===== config.mk =====
export PLATFORM = sky130hd
export DESIGN_NAME = even_parity_frame_rx
export DESIGN_NICKNAME = d
export VERILOG_FILES = /design/src/rtl/even_parity_frame_rx.sv
export SDC_FILE = /design/constraint.sdc
export NUM_CORES = 1
export LEC_CHECK = 0
export ABC_AREA = 0
export CORE_MARGIN = 2
export CORE_UTILIZATION = 39
export CTS_BUF_LIST = sky130_fd_sc_hd__clkbuf_8
export DETAILED_ROUTE_END_ITERATION = 8
export MAX_ROUTING_LAYER = met4
export PLACE_DENSITY = 0.58
export SLEW_MARGIN = 20
export SYNTH_ARGS = -nofsm -noshare
export SYNTH_HDL_FRONTEND = slang
export SYNTH_SLANG_ARGS = --single-unit

===== constraint.sdc =====
create_clock -name clk -period 1.6 [get_ports clk]
set_input_delay 0.32 -clock clk [delete_from_list [all_inputs] [get_ports clk]]
set_output_delay 0.32 -clock clk [all_outputs]
set_load 0.05 [all_outputs]

===== src/rtl/even_parity_frame_rx.sv =====
// even_parity_frame_rx: serial receiver for start/data/even-parity/stop frames with a valid/ready word output
module even_parity_frame_rx #(
    parameter int DATA_W = 4
) (
    input  logic              clk,
    input  logic              rst_n,
    input  logic              bit_en,
    input  logic              serial_in,
    input  logic              out_ready,
    output logic              out_valid,
    output logic [DATA_W-1:0] data_out,
    output logic              parity_err,
    output logic              frame_err,
    output logic              overrun
);
    localparam int CNT_W = DATA_W > 1 ? $clog2(DATA_W) : 1;
    localparam logic [CNT_W-1:0] LAST_IDX = CNT_W'(DATA_W - 1);
    typedef enum logic [1:0] {IDLE, DATA, PARITY, STOP} stateT;
    stateT state, nextState;
    logic [CNT_W-1:0] bitCnt;
    logic [DATA_W-1:0] shiftReg;
    logic parityBit;
    logic complete, load, drop;
    always_ff @(posedge clk or negedge rst_n) begin
        if (!rst_n) state <= IDLE;
        else state <= nextState;
    end
    always_comb begin
        nextState = !bit_en ? state :
                    state == IDLE ? (serial_in ? IDLE : DATA) :
                    state == DATA ? (bitCnt == LAST_IDX ? PARITY : DATA) :
                    state == PARITY ? STOP : IDLE;
        complete = bit_en && state == STOP;
        load = complete && (!out_valid || out_ready);
        drop = complete && out_valid && !out_ready;
    end
    always_ff @(posedge clk or negedge rst_n) begin
        if (!rst_n) begin
            bitCnt <= '0;
            shiftReg <= '0;
            parityBit <= 1'b0;
            out_valid <= 1'b0;
            data_out <= '0;
            parity_err <= 1'b0;
            frame_err <= 1'b0;
            overrun <= 1'b0;
        end else begin
            if (bit_en && state == IDLE) bitCnt <= '0;
            if (bit_en && state == DATA) begin
                shiftReg[bitCnt] <= serial_in;
                bitCnt <= bitCnt + 1'b1;
            end
            if (bit_en && state == PARITY) parityBit <= serial_in;
            if (load) begin
                data_out <= shiftReg;
                parity_err <= ^{shiftReg, parityBit};
                frame_err <= !serial_in;
            end
            out_valid <= load || (out_valid && !out_ready);
            if (drop) overrun <= 1'b1;
        end
    end
endmodule


======== After elaboration in Yosys (flattened, before gate mapping) ========
Index checks and enable logic that the tools add are counted.
operators by class
  $add $sub $neg .......................... 1
  equal/unequal tests ..................... 4
  $lt $le $gt $ge ......................... 2
  reduce and logical (&&, ||, !) cells .... 17
  muxes and demuxes ....................... 10
operators with widths
  kind                   count
  $mux W2                6
  $logic_and A1 B1 Y1    9
  $eq A2 B2 Y1 const B   3
  $reduce_xor A5 Y1      1
  $bwmux W4              1
  $logic_not A1 Y1       3
  $lt A2 B3 Y1 const B   1
  $add A2 B1 Y2 const B  1
  $demux W1 S2           1
  $eq A2 B1 Y1 const B   1
  $ge A2 B1 Y1 const B   1
  $logic_not A2 Y1       1
  $logic_or A1 B1 Y1     2
  $mux W1                2
  $reduce_bool A2 Y1     1
word-level totals
  bits in registers ....................... 17
  word-level logic and storage cells ...... 43
  input bits .............................. 5

======== Logic depth before layout (Yosys ltp) ========
  word-level depth ........................ 5
  depth in mapped cells ................... 4
  mapped depth without buffers ............ 4

======== Worst setup path after synthesis ========
No wires, ideal clock.
  path kind ............................... reg-to-reg
  start point ............................. register out_valid
  end point ............................... register data_out[0]
  cell stages (with the launch flop) ...... 5
  setup slack ............................. 0.147 ns
  arrival ................................. 1.329 ns
  clock period less this slack ............ 1.453 ns
  setup time .............................. 0.125 ns
  path buffers ............................ 1
  data required time ...................... 1.475 ns
  cell sequence ........................... dfrtp_1 -> nand2b_1 -> nor2b_1 -> buf_6 -> mux2_2
on the way
  cells in the longest elaborated chain, start to end .. 3
ends and longest elaborated chain
  item                    RTL line  RTL
  from (decl)             10        output logic out_valid,
  from (signal assigned)  59        out_valid <= load || (out_valid && !out_ready);
  $logic_not A1 Y1        34        load = complete && (!out_valid || out_ready);
  $logic_or A1 B1 Y1      34
  $logic_and A1 B1 Y1     34
  to (signal assigned)    55        data_out <= shiftReg;
  to (decl)               11        output logic [DATA_W-1:0] data_out,
Every way passes these cells.
A chain may end at the register's enable or synchronous reset.

======== Final worst setup path ========
  start point ............................. input bit_en
  end point ............................... register shiftReg[3]
on the way
  cells in the longest elaborated chain, start to end .. 1
ends and longest elaborated chain
  item                             RTL line  RTL
  from (decl)                      7         input logic bit_en,
  $logic_and A1 B1 Y1              49        if (bit_en && state == DATA) begin
  to (signal, indexed assignment)  50        shiftReg[bitCnt] <= serial_in;
  to (decl)                        21        logic [DATA_W-1:0] shiftReg;
Every way passes these cells.

==> results by group <==
CTS
  • Root Driver: clkbuf_8
  • Clk_lat worst skew: 250 ps
  • Clock net sink count: 17
  • # hold bufs at CTS: 0
  • Maximum number of buffers from clock root to sink: 2
  • Clk slew on worst S/H paths: 70 ps
  • CTS HTree Levels: 1
  • Clock buffer count from CTS: 3
  • CTS tree: built
  • Post-CTS Repair Setup Buffers: 0
  • Post_cts resized: 0

Yosys
  • Most common cell in the synthesized netlist: dfrtp_1
  • Seq cells post-synth: 17
  • Syn_area_per_cell: 12.49 sq um
  • Post-synthesis async set-or-reset flop share: 100.0%
  • Synthesized instance count: 63
  • Mapped Area: 787.0 sq um
  • Share of the synthesized area in the top cell type: 54.05%
  • Ranking of synthesized cells by area: dfrtp_1, mux2_2, ha_1, nand2_1, o21ai_0
  • Primary FF master, synth: dfrtp_1
  • Seq/Total Area, Yosys: 54.05%
  • Most common library cells after synthesis: dfrtp_1, nand2_1, mux2_2
  • Area leader, netlist: dfrtp_1
  • Yosys cell types: 18
  • Yosys Warn Count: 0
  • Mapped Nets: 72
  • Post-synth EDFFs: 0

Floorplanning
  • Initial Utilization: 40.53%
  • Core footprint: 0.001942 sq mm
  • Chip height: 48.92 microns
  • Rows: 16
  • Chip width: 48.92 microns
  • Number of I/O pins: 13
  • Die area: 0.002393 sq mm

Critical path
  • WP data required: 1740 ps
  • R2r startpoint: shiftReg[0]
  • Max FO, Critical Path: 6
  • Worst Path Arrival: 1590 ps
  • Worst setup EP type: register
  • Reg2Reg Depth: 3
  • Crit path from: bit_en
  • Crit Path Class: in2reg
  • Capture point of the worst reg-to-reg path: parity_err
  • Register-to-register setup slack: 310 ps
  • Kind of start point of the critical path: primary input

Routing
  • Antenna Nets Post-Route: 0
  • Routed WL per cell: 11.54 microns
  • Final wirelength: 1.269 mm
  • Starting DRC count in detailed routing: 6
  • Drt pass-1 iters: 3
  • Via density: 4.618
  • DR vias: 508
  • DR DRC count: 0

Cells and area
  • Nets@finish: 93
  • Antenna diodes: 0
  • Fillers: 183
  • Area growth from synthesis to layout: 26.23%
  • Fraction of layout cells with a size suffix above 1: 36.14%
  • Post-Route Utilization: 51.16%
  • Reg area: 425.4 sq um
  • Non-Filler Instances: 110
  • Area of the multi-input gates: 339.1 sq um

STA
  • Post-Route Skew: 3.368 ps
  • Final min period: 1453 ps
  • Relative slew margins: 85.62%
  • Tightest Pin Transition: 215.7 ps
  • Highest clock rate: 688.2 MHz
  • Hold Vio Cnt, Final: 0
  • Max Slew Vio Count: 0
  • Final Cycle Share: 90.82%
  • RSZ-0062 raised after global routing: no
  • Fin Hold WS: 389.8 ps
  • # setup viols final: 0

Global route
  • Vias in the first global route: 517
  • GRT overflow: 0
  • Largest net degree at the start of global routing: 18
  • GR Util All Layers: 13.02%
  • First-pass GRT wire length: 2.311 mm
  • Initial antenna violation count: 0

Power and ir drop
  • Max VDD drop: 0.001020 V
  • Leakage power: 0.4899 nW
  • Total power: 2.017 mW
  • PwrDens: 2030 mW/mm^2

Placed design
  • Final Wtd Congestion: 0.6713
  • DP HPWL: 958.4 microns
  • Placed insts: 106
  • Port bufs: 12

Flow run
  • Max-Cap Viols: 0

Run status
  • Status: complete, no violations

Worst hold path
  • Hold crit path type: in2async
-- through the flow --
stage          instance area [sq um]  setup slack, ps  setup TNS, ps
6_report                       993.5            146.9              0
5_1_grt                        993.5            121.1              0
2_1_floorplan                  787.0            146.5              0
3_5_place_dp                   947.2           -122.3         -534.0
3_3_place_gp                   947.2           -111.0         -521.0
4_1_cts                        993.5            139.9              0
-- kinds of logic (layout without fill, tap and decap cells) --
group / count (synthesis) / after routing / share of synthesized area [%]
AO/OA/AOI/OAI: 6 / 6 / 4.133
flip-flops: 17 / 17 / 54.05
AND/OR/NAND/NOR: 18 / 18 / 11.13
XOR/XNOR: 3 / 3 / 5.246
multiplexers: 11 / 11 / 16.22
buffers and inverters: 4 / 24 / 2.861
adder cells (fa/ha/maj): 4 / 4 / 6.360
-- power breakdown --
| part | leakage (nW) | internal (mW) | switching [mW] | total, mW |
|---|---|---|---|---|
| Clock | 0.0255 | 0.172 | 0.142 | 0.314 |
| Combinational | 0.248 | 0.433 | 0.504 | 0.937 |
| Sequential | 0.216 | 0.617 | 0.149 | 0.765 |
| Total | 0.490 | 1.22 | 0.794 | 2.02 |
-- how the worst max path moves through the flow --
stage | slack (ps) | end | depth (start not counted)
floorplan | 150 | data_out[0] | 4
global placement | -110 | shiftReg[3] | 5
detailed placement | -120 | shiftReg[3] | 5
CTS | 140 | shiftReg[3] | 5
global route | 120 | data_out[2] | 5
finish | 150 | shiftReg[3] | 5
-- area by class of cell --
type,count,share of cell area [%]
inverter,3,1.134
sequential,17,42.82
timing repair buffer,17,13.85
tap,27,3.401
clock buffer,3,4.156
clock inverter,1,0.5038
multi-input combinational,42,34.13
-- flip-flops by register name, summed over array words and instances, names as in the netlist --
register / flops
bitCnt: 2
data_out: 4
frame_err: 1
out_valid: 1
overrun: 1
parityBit: 1
parity_err: 1
shiftReg: 4
state: 2
-- critical path, cell delays in order --
cell             delay, ps
clkdlybuf4s50_1        420
buf_4                  160
and3b_2                220
nand2_1                120
mux2_2                 340
-- placed cells by master, fill, tap and decap left out --
master / synthesis / routed
and3b_2: 1 / 1
o21bai_1: 1 / 1
xnor3_2: 1 / 1
buf_4: 0 / 13
clkdlybuf4s50_1: 0 / 4
xnor2_1: 1 / 1
o21ai_0: 5 / 5
mux2_2: 10 / 10
xor2_1: 1 / 1
nand3b_1: 1 / 1
inv_1: 3 / 3
nor2b_1: 1 / 1
or2b_1: 1 / 1
clkinv_2: 0 / 1
nand2_1: 12 / 12
nand3_1: 1 / 1
dfrtp_1: 17 / 17
clkbuf_8: 0 / 3
nand2b_1: 1 / 1
mux2_4: 1 / 1
ha_1: 4 / 4
-- metal layers --
metal  wire length (microns)  vias to the layer above  share of wire (%)  track usage [%]
met5                       0                        -                  0                -
li1                        -                      252                  -                -
met4                       6                        0               0.47            5.714
met1                     617                      246                 49            16.57
met3                      44                        2                3.5            3.067
met2                     600                        8                 47            19.86
Power figures use the tool's default switching activity.
